File: src/rtl/fp_mul_sched.sv
// fp_mul_sched: round-robin scheduler sharing one FP multiplier among NREQ
// requesters, with a per-operation watchdog. All outputs are registered.
module fp_mul_sched #(
  parameter int unsigned NREQ    = 4,
  parameter int unsigned TIMEOUT = 16
) (
  input  logic                 clk,
  input  logic                 rst,
  input  logic [NREQ-1:0]      req_valid,
  input  logic [NREQ*32-1:0]   req_op1,
  input  logic [NREQ*32-1:0]   req_op2,
  output logic [NREQ-1:0]      req_grant,
  output logic [NREQ-1:0]      rsp_valid,
  output logic [31:0]          rsp_result,
  output logic                 rsp_overflow,
  output logic                 rsp_err,
  output logic                 busy,
  output logic                 mul_start,
  output logic [31:0]          mul_op1,
  output logic [31:0]          mul_op2,
  input  logic [31:0]          mul_result,
  input  logic                 mul_overflow,
  input  logic                 mul_done
);

  localparam int unsigned PW = (NREQ > 1) ? $clog2(NREQ) : 1;
  localparam int unsigned TW = (TIMEOUT > 1) ? $clog2(TIMEOUT) : 1;

  typedef enum logic [1:0] {S_IDLE, S_ISSUE, S_WAIT, S_RESP} state_t;

  state_t          state_q, state_d;
  logic [PW-1:0]   idx_q, idx_d;
  logic [PW-1:0]   rr_q, rr_d;
  logic [TW-1:0]   timer_q, timer_d;
  logic            tmo_q, tmo_d;
  logic [31:0]     op1_q, op1_d, op2_q, op2_d;
  logic [31:0]     res_q, res_d;
  logic            ovf_q, ovf_d, err_q, err_d;
  logic            start_q, start_d, busy_q, busy_d;
  logic [NREQ-1:0] grant_q, grant_d, rspv_q, rspv_d;

  logic [PW-1:0]   sel, cand;
  logic            found;

  // Round-robin pick: first requester at or above rr_q, wrapping explicitly.
  always_comb begin
    sel   = rr_q;
    cand  = rr_q;
    found = 1'b0;
    for (int unsigned k = 0; k < NREQ; k++) begin
      if (!found && req_valid[cand]) begin
        sel   = cand;
        found = 1'b1;
      end
      cand = (cand == PW'(NREQ - 1)) ? '0 : cand + PW'(1);
    end
  end

  // State and datapath registers; reset aborts any operation in flight.
  always_ff @(posedge clk or posedge rst) begin
    if (rst) begin
      state_q <= S_IDLE;
      idx_q   <= '0;
      rr_q    <= '0;
      timer_q <= '0;
      tmo_q   <= 1'b0;
      op1_q   <= '0;
      op2_q   <= '0;
      res_q   <= '0;
      ovf_q   <= 1'b0;
      err_q   <= 1'b0;
      start_q <= 1'b0;
      busy_q  <= 1'b0;
      grant_q <= '0;
      rspv_q  <= '0;
    end else begin
      state_q <= state_d;
      idx_q   <= idx_d;
      rr_q    <= rr_d;
      timer_q <= timer_d;
      tmo_q   <= tmo_d;
      op1_q   <= op1_d;
      op2_q   <= op2_d;
      res_q   <= res_d;
      ovf_q   <= ovf_d;
      err_q   <= err_d;
      start_q <= start_d;
      busy_q  <= busy_d;
      grant_q <= grant_d;
      rspv_q  <= rspv_d;
    end
  end

  // Next-state and datapath updates.
  always_comb begin
    state_d = state_q;
    idx_d   = idx_q;
    rr_d    = rr_q;
    timer_d = timer_q;
    tmo_d   = tmo_q;
    op1_d   = op1_q;
    op2_d   = op2_q;
    res_d   = res_q;
    ovf_d   = ovf_q;
    err_d   = err_q;
    unique case (state_q)
      S_IDLE: begin
        if (|req_valid) begin
          idx_d   = sel;
          op1_d   = req_op1[32*sel +: 32];
          op2_d   = req_op2[32*sel +: 32];
          state_d = S_ISSUE;
        end
      end
      S_ISSUE: begin
        timer_d = '0;
        tmo_d   = 1'b0;
        state_d = S_WAIT;
      end
      S_WAIT: begin
        // Reaching TIMEOUT-1 arms the watchdog; it fires one WAIT cycle later,
        // so the timeout response lands TIMEOUT+2 cycles after ISSUE.
        if (mul_done) begin
          res_d   = mul_result;
          ovf_d   = mul_overflow;
          err_d   = 1'b0;
          state_d = S_RESP;
        end else if (tmo_q) begin
          res_d   = '0;
          ovf_d   = 1'b0;
          err_d   = 1'b1;
          state_d = S_RESP;
        end else if (timer_q == TW'(TIMEOUT - 1)) begin
          tmo_d = 1'b1;
        end else begin
          timer_d = timer_q + TW'(1);
        end
      end
      S_RESP: begin
        rr_d    = (idx_q == PW'(NREQ - 1)) ? '0 : idx_q + PW'(1);
        state_d = S_IDLE;
      end
      default: state_d = S_IDLE;
    endcase
  end

  // Output decode from the next state so every output is a flop.
  always_comb begin
    start_d = (state_d == S_ISSUE);
    busy_d  = (state_d != S_IDLE);
    grant_d = (state_d == S_ISSUE) ? (NREQ'(1) << idx_d) : '0;
    rspv_d  = (state_d == S_RESP)  ? (NREQ'(1) << idx_q) : '0;
  end

  assign req_grant    = grant_q;
  assign rsp_valid    = rspv_q;
  assign rsp_result   = res_q;
  assign rsp_overflow = ovf_q;
  assign rsp_err      = err_q;
  assign busy         = busy_q;
  assign mul_start    = start_q;
  assign mul_op1      = op1_q;
  assign mul_op2      = op2_q;

endmodule

File: config.mk
export PLATFORM = sky130hd
export DESIGN_NAME = fp_mul_sched
export DESIGN_NICKNAME = d
export VERILOG_FILES = /design/src/rtl/fp_mul_sched.sv
export SDC_FILE = /design/constraint.sdc
export NUM_CORES = 1
export LEC_CHECK = 0
export CAP_MARGIN = 40
export CORE_AREA = 8 8 149 151
export CTS_CLUSTER_SIZE = 8
export DETAILED_ROUTE_END_ITERATION = 8
export DIE_AREA = 0 0 157 159
export PLACE_DENSITY = 0.74
export SYNTH_ARGS = -nofsm -noshare
export SYNTH_HDL_FRONTEND = slang
export SYNTH_SLANG_ARGS = --single-unit
File: constraint.sdc
create_clock -name clk -period 7 [get_ports clk]
set_input_delay 2.1 -clock clk [delete_from_list [all_inputs] [get_ports clk]]
set_output_delay 2.1 -clock clk [all_outputs]
set_load 0.02 [all_outputs]
==> results.md, run 1 <==
- Setup TNS: 0 ps
- CP cell instances: clkdlybuf4s50_1 > mux2i_1 > nand2_1 > o21ai_4 > a21boi_4 > buf_4 > mux2i_1 > a211oi_1
- CP top delay family: compound AO/OA/AOI/OAI gates
- CP max FO: 42
- H-tree levels: 4
- First-pass GRT wire length: 46.91 mm
- Min-Delay Path Class: flip-flop to flip-flop
- Hold_buf cts: 0
- Via/cell ratio: 5.564
- Initial detailed-routing violation count: 484
- Pin count of the biggest net entering global routing: 64
- Post-synthesis cell count: 653
- Row cnt: 52
- Most frequent CP cell: mux2i_1
- Post-CTS resize count: 0
- Fin cells: 1306
- Fin. max-slew vios: 0
- F_max: 192.5 MHz
- P_leak: 0.004343 uW
- Reg2reg end: mul_op2[29]
- Critical Path Max Stage Delay: 740 ps
- DRC viols: 0
- Proportion of layout cells with a drive suffix above 1: 8.012%
- Outcome: finished, final reports clean
- Routed via count: 7266
- CP required: 7250 ps
- Clk sink count: 119
- Synth unique cells: 48
- Clk buf depth: 2
- Initial antenna violation count: 0
- PortBufs: 403
- CP max stage cell: a21boi_4
- Post-synth top area share: 44.59%
- Critical R2R Launch: rr_q[0]
- WHS: 500.3 ps
- Routability cong.: 0.8835
- CTS Buf Count: 17
- Max-cap violations: 0
- Vias in the first global route: 7660
- Syn. warnings: 0
- Post-route antenna net violation count: 0
- Slew HR: 46.92%
- Final wirelength: 30.89 mm
- Clock edge transition at the registers on the reported setup and hold paths: 50 ps
- FF-to-FF path depth: 8
- Clk_skew: 6.197 ps
- Setup violators final: 0
- DIE HEIGHT: 159 um
- Hold Path End: rsp_result[29]
- Asr flop ratio synth: 100.0%
- GRT Total Usage: 24.31%
- Pre-antenna DRT Iters: 5
- Critical path type: input port to flip-flop
- Largest cells by area after synthesis: dfrtp_1 (45%), nor3_1 (9.7%), a221oi_1 (8.3%)
- Hold Crit Start: rsp_result[29]
- Worst-margin pin slew: 788.9 ps
- Post-synthesis sequential area ratio: 44.59%
- CP Launch Type: input port
- Peak VDD IR: 0.0002657 V
- Post-DP HPWL: 22.93 mm
- Area leader, netlist: dfrtp_1
- Cells on Worst Hold Path: 1
- Routed wire length per instance: 23.65 um
- Netlist Area Pre-Place: 6678 um2
- Final period utilization: 74.22%
- Buffers and inverters on the worst path: 2
- Min Tclk post-route: 5195 ps
- Final net count: 1330
- Reg2reg setup slack: 3200 ps
- Final Hold Vio Count: 0
- Initial core utilization: 33.65%
- Num ports: 404
- Number of synthesized flops with an enable pin: 0
- RSZ-0062 raised after global routing: no
- Setup bufs post-CTS: 0
- Die ar.: 24960 um2
- Crit path depth: 8
- CP arrival: 5450 ps
- Ys flop type: dfrtp_1
- Antenna cells: 0
- CTS tree: done
- Grt total ovfl: 0
- Synthesized flop and latch total: 119
- Placed Instances: 1274
- Clock Latency Late Sink: 410 ps
- P per Cell Area: 468.2 nW/um2
- Die Wd: 157 um
- CP Capture Type: flip-flop
- Root buf cell: clkbuf_16
- Syn nets: 960
- Avg Cell Area, Syn: 10.23 um2
- Area Growth Syn to Fin: 73.22%
- Core ar.: 19840 um2
## cell type report
class / instances / area [um2]
fillers: 1697 / 8277
clock inverters: 12 / 152.6
flip-flops and latches: 119 / 2978
multi-input cells: 454 / 3364
well taps: 270 / 337.8
clock buffers: 20 / 436.7
inverters: 7 / 28.78
repair buffers: 424 / 4269
## power by group
group          switching (uW)  total (uW)  internal [uW]
sequential                212        1240           1030
clock                     335         894            559
combinational            1910        3280           1380
total                    2450        5420           2960
## through the flow
step	total power (uW)	setup slack [ps]	utilization [%]	cell area (um2)
2_1_floorplan	3185	1743	-	6678
3_3_place_gp	4408	1506	54.74	10860
3_5_place_dp	4533	1413	55.32	10980
4_1_cts	5445	1854	58.29	11570
5_1_grt	5730	1588	58.29	11570
6_report	5416	1805	58.29	11570
## cell families after synthesis
kind of cell	share of synthesized area, %
AND/OR/NAND/NOR	19.69
AO/OA/AOI/OAI	26.16
flip-flops	44.59
buffers and inverters	5.940
adder cells (fa/ha/maj)	2.061
multiplexers	1.424
XOR/XNOR	0.1312
## metal layers
metal	GRT usage, %	up-vias	share of wire (%)
met4	9.135	0	3.0
met2	41.03	399	51
li1	-	3308	-
met1	27.90	3503	37
met3	8.143	56	9.4
met5	0	-	0
## worst reg2reg max path, cell delays in order, from the launching register on
cell	delay (ps)
dfrtp_1	510
ha_1	540
nand2b_1	150
a21oi_1	100
o21ai_4	640
a21boi_4	750
buf_4	580
mux2i_1	280
a211oi_1	90
## worst max-delay path by stage
stage                 startpoint          end
floorplan                    rst         busy
global route        req_valid[3]  mul_op2[28]
finish              req_valid[3]  mul_op2[29]
detailed placement  req_valid[3]  mul_op2[29]
CTS                 req_valid[3]  mul_op2[29]
global placement    req_valid[1]  mul_op2[28]
## placed cells by master, fill, tap and decap left out, types with 4 or more instances in the layout
| cell | count |
|---|---|
| nor3_1 | 130 |
| nor2_1 | 10 |
| and3_1 | 6 |
| inv_1 | 6 |
| a21oi_1 | 6 |
| mux2i_1 | 5 |
| o32ai_1 | 48 |
| nand2_1 | 5 |
| clkinvlp_4 | 4 |
| mux2_2 | 4 |
| a22o_1 | 36 |
| and2_1 | 64 |
| a221oi_1 | 63 |
| dfrtp_1 | 119 |
| clkbuf_16 | 17 |
| clkdlybuf4s50_1 | 403 |
| nand2b_1 | 7 |
| buf_4 | 16 |
| o32ai_2 | 15 |
| ha_1 | 11 |
## state kept, by name, summed over array words and instances (netlist names)
register	cells
busy	1
idx_q	2
mul_op1	32
mul_op2	32
mul_start	1
req_grant	4
rr_q	2
rsp_err	1
rsp_overflow	1
rsp_result	32
rsp_valid	4
state_q	2
timer_q	4
tmo_q	1
## Yosys cell counts (3+ instances only)
| cell | n |
|---|---|
| clkbuf_1 | 43 |
| a221oi_1 | 63 |
| o21ai_1 | 3 |
| a22o_1 | 36 |
| nor4_1 | 3 |
| mux2i_1 | 5 |
| buf_6 | 6 |
| mux2_2 | 4 |
| inv_1 | 7 |
| nand3_1 | 3 |
| nor3_1 | 130 |
| buf_4 | 9 |
| buf_2 | 14 |
| nand2_1 | 6 |
| nor2_1 | 10 |
| o21ai_0 | 5 |
| o32ai_1 | 48 |
| and3_1 | 6 |
| o32ai_2 | 15 |
| nor2b_1 | 3 |
| a21oi_1 | 6 |
| ha_1 | 11 |
| and2_1 | 64 |
| dfrtp_1 | 119 |
| nand2b_1 | 7 |
Note: power is estimated with default switching activity, not from simulation.
==> inputs of run 2 (changes only) <==
CORE_AREA = 8 8 150 152   (was 8 8 149 151)
DIE_AREA = 0 0 158 160   (was 0 0 157 159)
PLACE_DENSITY = 0.73   (was 0.74)
clock period = 5.2 ns   (was 7 ns; I/O delays follow)
==> run 2 against run 1 <==
Effect of this change:
- setup slack got worse by 790 ps
- via count rose by 1.6%
- clock skew is 2.4 ps higher
- global-route usage fell by 0.74 points
- hold slack gained 0.55 ps
- sequential share of layout area shrank 0.092 points
- flip-flop and latch count did not move
- critical path type unchanged
- largest power group unchanged
==> results.md, run 2 (synthesis results as in run 1) <==
- Initial core utilization: 33.32% (-0.33 points)
- Clock edge transition at the registers on the reported setup and hold paths: 60 ps (about the same)
- Fin cells: 1310 (+0.31%)
- CP cell instances: clkdlybuf4s50_1 > mux2i_1 > mux2i_1 > a2111oi_2 > buf_4 > or3_2 > buf_12 > buf_4 > a221oi_1 > nor3_1
- Routability cong.: 0.8770 (-0.74%)
- Comb pwr share: 61.4% (+0.8 points)
- Placed Instances: 1277 (+0.24%)
- DIE HEIGHT: 160 um (+0.63%)
- Total power draw: 7328 uW (+35%)
- Routed via count: 7380 (+1.6%)
- CP Capture Type: flip-flop
- Post-CTS resize count: 0 (unchanged)
- Core ar.: 20040 um2 (+0.98%)
- Via/cell ratio: 5.634 (+1.3%)
- Part of the power in registers: 22.7% (-0.2 points)
- Pin count of the biggest net entering global routing: 67 (+4.7%)
- RSZ-0062 raised after global routing: no
- Clk buf depth: 2 (unchanged)
- Final period utilization: 80.42%
- CP Launch Type: input port
- H-tree levels: 4 (unchanged)
- Setup violators final: 0 (unchanged)
- Switching pwr: 3293 uW (+34%)
- Slew HR: 47.93% (+1.0 points)
- Initial antenna violation count: 1 (+1)
- Outcome: finished, final reports clean
- Setup TNS: 0 ps (unchanged)
- Post-route antenna net violation count: 0 (unchanged)
- P per Cell Area: 631.3 nW/um2 (+35%)
- Min-Delay Path Class: flip-flop to flip-flop
- Internal power: 4035 uW (+36%)
- Sw frac: 44.94% (-0.36 points)
- CTS Buf Count: 17 (unchanged)
- Clock power share: 15.9% (-0.6 points)
- Pre-antenna DRT Iters: 5 (unchanged)
- Num ports: 404 (unchanged)
- Final Hold Vio Count: 0 (unchanged)
- CP max FO: 30 (-29%)
- CP required: 5490 ps (-1760 ps)
- Leading cell type in the layout, fill and taps excluded: clkdlybuf4s50_1
- Filler cells: 1813 (+6.8%)
- Fin. max-slew vios: 0 (unchanged)
- Crit path depth: 10 (+2)
- Initial detailed-routing violation count: 584 (+21%)
- F_max: 239.1 MHz
- PortBufs: 403 (unchanged)
- Die ar.: 25280 um2 (+1.3%)
- Cells on Worst Hold Path: 1 (unchanged)
- Clk_skew: 8.572 ps (+2.375 ps)
- Critical path type: input port to flip-flop
- Max-cap violations: 0 (unchanged)
- Grt total ovfl: 0 (unchanged)
- Die Wd: 158 um (+0.64%)
- Setup bufs post-CTS: 0 (unchanged)
- Routed wire length per instance: 23.49 um (-0.68%)
- Final wirelength: 30.78 mm (-0.38%)
- Worst-margin pin slew: 778.1 ps (-10.78 ps)
- Clock Latency Late Sink: 410 ps (about the same)
- Critical Path Max Stage Delay: 710 ps (-30 ps)
- DRC viols: 0 (unchanged)
- Peak VDD IR: 0.0003044 V (+15%)
- CP top delay family: buffers and inverters
- GRT Total Usage: 23.57% (-0.74 points)
- Buffers and inverters on the worst path: 4 (+2)
- Clk sink count: 119 (unchanged)
- Vias in the first global route: 7660 (unchanged)
- CTS tree: done
- Area Growth Syn to Fin: 73.84%
- First-pass GRT wire length: 46.02 mm (-1.9%)
- Final net count: 1333 (+0.23%)
- FF-to-FF path depth: 10 (+2)
- CP arrival: 4470 ps (-980 ps)
- Post-layout util: 57.93% (-0.36 points)
- Most frequent cells in the layout: clkdlybuf4s50_1 (403), nor3_1 (130), dfrtp_1 (119), and2_1 (64), a221oi_1 (63)
- Min Tclk post-route: 4182 ps
- CP max stage cell: or3_2
- Root buf cell: clkbuf_16
- Proportion of layout cells with a drive suffix above 1: 8.277% (+0.27 points)
- P_leak: 0.004371 uW (+0.66%)
- Post-DP HPWL: 22.75 mm (-0.81%)
- Hold_buf cts: 0 (unchanged)
- Row cnt: 52 (unchanged)
==> run 2: cell types whose count changed in the layout (fill, tap and decap cells not counted), sizes merged <==
cell      change
clkinv        +2
bufinv        -1
diode         +1
clkinvlp      -2
buf           +3
clkbuf        +1
==> run 2: final cells by class <==
type                            count  area [um2]  share of cell area [%]
Multi-Input combinational cell    454        3364                   28.98
Tap cell                          270       337.8                   2.910
Inverter                            7       28.78                  0.2479
Timing Repair Buffer              427        4322                   37.23
Clock inverter                     11       125.1                   1.078
Antenna cell                        1       2.502                 0.02156
Sequential cell                   119        2978                   25.65
Clock buffer                       21       450.4                   3.880
==> run 2: stage by stage <==
step	instance area (um2)	setup slack, ps	hold WS, ps
finish	11610	1018	500.9
global route	11610	856.8	515.2
CTS	11610	1071	507.3
detailed placement	11030	636.7	493.2
global placement	11000	669.5	480.5
floorplan	6678	482.5	479.1
==> run 2: path summary, 6_finish.rpt <==
path / to / slack (ps) / from
setup / recovery: mul_op2[30] / 1020 / req_valid[1]
hold / removal: rsp_result[30] / 500 / rsp_result[30]
setup reg to reg: mul_op2[30] / 1960 / rr_q[0]
hold reg to reg: rsp_result[30] / 500 / rsp_result[30]
max in group asynchronous: mul_op1[14] / 2750 / rst
min in group asynchronous: rsp_result[16] / 1620 / rst
==> run 2: layer usage <==
metal	GRT usage (%)	part of all wire [%]	up-vias
li1	-	-	3319
met1	27.13	38	3623
met2	40.56	51	387
met3	7.368	8.3	51
met4	7.804	2.7	0
met5	0	0	-
==> run 2: power by group through the flow <==
stage	registers (uW)	logic (uW)	clock network (uW)
2_1_floorplan	2110	2180	0
3_3_place_gp	1660	4410	0
3_5_place_dp	1660	4510	0
4_1_cts	1660	4520	1190
5_1_grt	1720	4800	1230
6_report	1660	4500	1160
==> inputs of run 3 (changes only) <==
CORE_AREA = default   (was 8 8 150 152)
CORE_MARGIN = 8   (was default)
CORE_UTILIZATION = 34   (was default)
DIE_AREA = default   (was 0 0 158 160)
PLACE_DENSITY = 0.77   (was 0.73)
clock period = 3.6 ns   (was 5.2 ns; I/O delays follow)
==> run 3 against run 2 <==
Effect of this change:
- critical path depth is 1 lower
- core utilization up 2.4 points
- global-route usage up 0.73 points
- final cell count up 0.53%
- hold slack better by 3.4 ps
- final area up 0.90%
- first-iteration DRC count is 30% lower
- clock skew rose by 2.7 ps
- combinational power up 47%
- critical path type unchanged
- critical endpoint is now mul_op2[25]
- highest routed layer is now met5
==> results.md, run 3 (synthesis results as in run 1) <==
- P per Cell Area: 911.1 nW/um2 (+44%)
- Setup bufs post-CTS: 0 (unchanged)
- CP max FO: 31 (+3.3%)
- Most frequent CP cell: mux2i_1
- Min Tclk post-route: 3172 ps
- RSZ-0062 raised after global routing: no
- Hold Path End: rsp_overflow
- Routability cong.: 0.8584 (-2.1%)
- Routed via count: 7345 (-0.47%)
- FF-to-FF path depth: 9 (-1)
- Via/cell ratio: 5.577 (-1.0%)
- Critical Path Max Stage Delay: 530 ps (-180 ps)
- Cells on Worst Hold Path: 1 (unchanged)
- Vias in the first global route: 7767 (+1.4%)
- Antenna cells: 0 (-1)
- Clk sink count: 119 (unchanged)
- Initial antenna violation count: 1 (unchanged)
- Routed wire length per instance: 23.02 um (-2.0%)
- P_leak: 0.004433 uW (+1.4%)
- Root buf cell: clkbuf_16
- CTS Buf Count: 17 (unchanged)
- CP Launch Type: input port
- Worst-margin pin slew: 823.3 ps (+45.27 ps)
- Post-DP HPWL: 22.30 mm (-1.9%)
- Internal power: 5886 uW (+46%)
- CTS tree: done
- Hold Crit Start: rsp_overflow
- Min-Delay Path Class: flip-flop to flip-flop
- DRC viols: 0 (unchanged)
- WHS: 504.3 ps (+3.444 ps)
- DIE HEIGHT: 156.1 um (-2.4%)
- Reg2reg end: mul_op2[25]
- Num ports: 404 (unchanged)
- Buffers and inverters on the worst path: 3 (-1)
- Clock Latency Late Sink: 420 ps (about the same)
- CP cell instances: clkdlybuf4s50_1 > mux2i_1 > mux2i_1 > a2111oi_2 > buf_4 > or3_2 > buf_12 > a221oi_1 > nor3_1
- Final wirelength: 30.32 mm (-1.5%)
- Placed Instances: 1286 (+0.70%)
- Area Growth Syn to Fin: 75.40%
- PortBufs: 403 (unchanged)
- Final Hold Vio Count: 0 (unchanged)
- Clock power share: 15.6% (-0.3 points)
- Peak VDD IR: 0.0006682 V (+120%)
- Critical path type: input port to flip-flop
- Die Wd: 156.1 um (-1.2%)
- Die ar.: 24380 um2 (-3.6%)
- Grt total ovfl: 0 (unchanged)
- Proportion of layout cells with a drive suffix above 1: 9.696% (+1.4 points)
- Post-route antenna net violation count: 0 (unchanged)
- Part of the power in registers: 22.6% (about the same)
- CP Capture Type: flip-flop
- Switching pwr: 4785 uW (+45%)
- CP max stage cell: or3_2
- Leading cell type in the layout, fill and taps excluded: clkdlybuf4s50_1
- Fin. max-slew vios: 0 (unchanged)
- Initial core utilization: 34.42% (+1.1 points)
- Pin count of the biggest net entering global routing: 120 (+79%)
- Slew HR: 44.60% (-3.3 points)
- Total power draw: 10670 uW (+46%)
- Outcome: finished, final reports clean
- Clk_skew: 11.25 ps (+2.682 ps)
- H-tree levels: 4 (unchanged)
- Comb pwr share: 61.8% (+0.4 points)
- Post-CTS resize count: 0 (unchanged)
- First-pass GRT wire length: 46.01 mm (about the same)
- Setup violators final: 0 (unchanged)
- Max-cap violations: 0 (unchanged)
- Reg2reg setup slack: 530 ps (-1430 ps)
- GRT Total Usage: 24.30% (+0.73 points)
- Initial detailed-routing violation count: 409 (-30%)
- Sw frac: 44.84% (-0.096 points)
- Core ar.: 19400 um2 (-3.2%)
- Most frequent cells in the layout: clkdlybuf4s50_1 (403), nor3_1 (130), dfrtp_1 (119), and2_1 (64), a221oi_1 (63)
- Pre-antenna DRT Iters: 5 (unchanged)
- Filler cells: 1656 (-8.7%)
- Setup TNS: 0 ps (unchanged)
- Critical R2R Launch: rr_q[0]
- Hold_buf cts: 0 (unchanged)
- Final period utilization: 88.10%
- Row cnt: 51 (-1.9%)
- Clk buf depth: 2 (unchanged)
- Clock edge transition at the registers on the reported setup and hold paths: 60 ps (about the same)
- F_max: 315.3 MHz
- CP required: 3890 ps (-1600 ps)
- CP arrival: 3460 ps (-1010 ps)
- CP top delay family: buffers and inverters
- Final net count: 1347 (+1.1%)
- Fin cells: 1317 (+0.53%)
==> run 3: cell count changes in the layout (fill, tap and decap cells not counted), sizes merged <==
cell | previous run | this run
clkinv | 6 | 4
diode | 1 | 0
clkinvlp | 2 | 5
bufinv | 2 | 1
buf | 24 | 38
inv | 8 | 7
==> run 3: worst max-delay path by stage <==
| stage | from | end | slack [ps] | cells past startpoint |
|---|---|---|---|---|
| finish | req_valid[1] | mul_op2[25] | 430 | 9 |
| global route | req_valid[1] | mul_op1[28] | 330 | 9 |
| CTS | req_valid[1] | mul_op1[28] | 470 | 9 |
| detailed placement | req_valid[1] | mul_op2[25] | 20 | 9 |
| global placement | req_valid[1] | mul_op2[25] | 70 | 9 |
| floorplan | req_valid[1] | mul_op2[30] | 880 | 7 |
==> run 3: area by class of cell <==
cell class | instances | area (um2) | share of cell area [%]
sequential | 119 | 2978 | 25.42
clock inverter | 10 | 96.34 | 0.8226
inverter | 7 | 30.03 | 0.2564
multi-input combinational | 454 | 3364 | 28.73
tap | 265 | 331.6 | 2.831
clock buffer | 21 | 480.5 | 4.102
timing repair buffer | 441 | 4432 | 37.84
==> run 3: worst register-to-register path, stage by stage, from the launching register on <==
cell and delay (ps):
dfrtp_1 510, ha_1 540, o21ai_0 190, a21oi_1 220
a2111oi_2 70, buf_4 190, or3_2 530, buf_12 210
a221oi_1 400, nor3_1 80
==> run 3: power groups by stage <==
stage / sequential [uW] / clock, uW / combinational [uW]
global placement: 2390 / 0 / 6550
finish: 2410 / 1660 / 6600
global route: 2490 / 1750 / 7070
detailed placement: 2420 / 0 / 6620
CTS: 2410 / 1700 / 6630
floorplan: 3040 / 0 / 3150
==> run 3: stage by stage <==
| stage | util, % | setup slack, ps | area, um2 |
|---|---|---|---|
| floorplan | - | 879.3 | 6681 |
| global route | 60.38 | 327.3 | 11710 |
| global placement | 57.40 | 70.03 | 11140 |
| finish | 60.38 | 428.3 | 11710 |
| CTS | 60.38 | 466.4 | 11710 |
| detailed placement | 57.40 | 15.67 | 11140 |
==> run 3: metal layers <==
metal | global-route usage (%) | up-vias | routed length, um
met5 | 0 | - | 13
met4 | 9.153 | 2 | 846
met3 | 7.895 | 56 | 2650
met2 | 41.51 | 374 | 15420
met1 | 27.83 | 3567 | 11390
li1 | - | 3346 | -
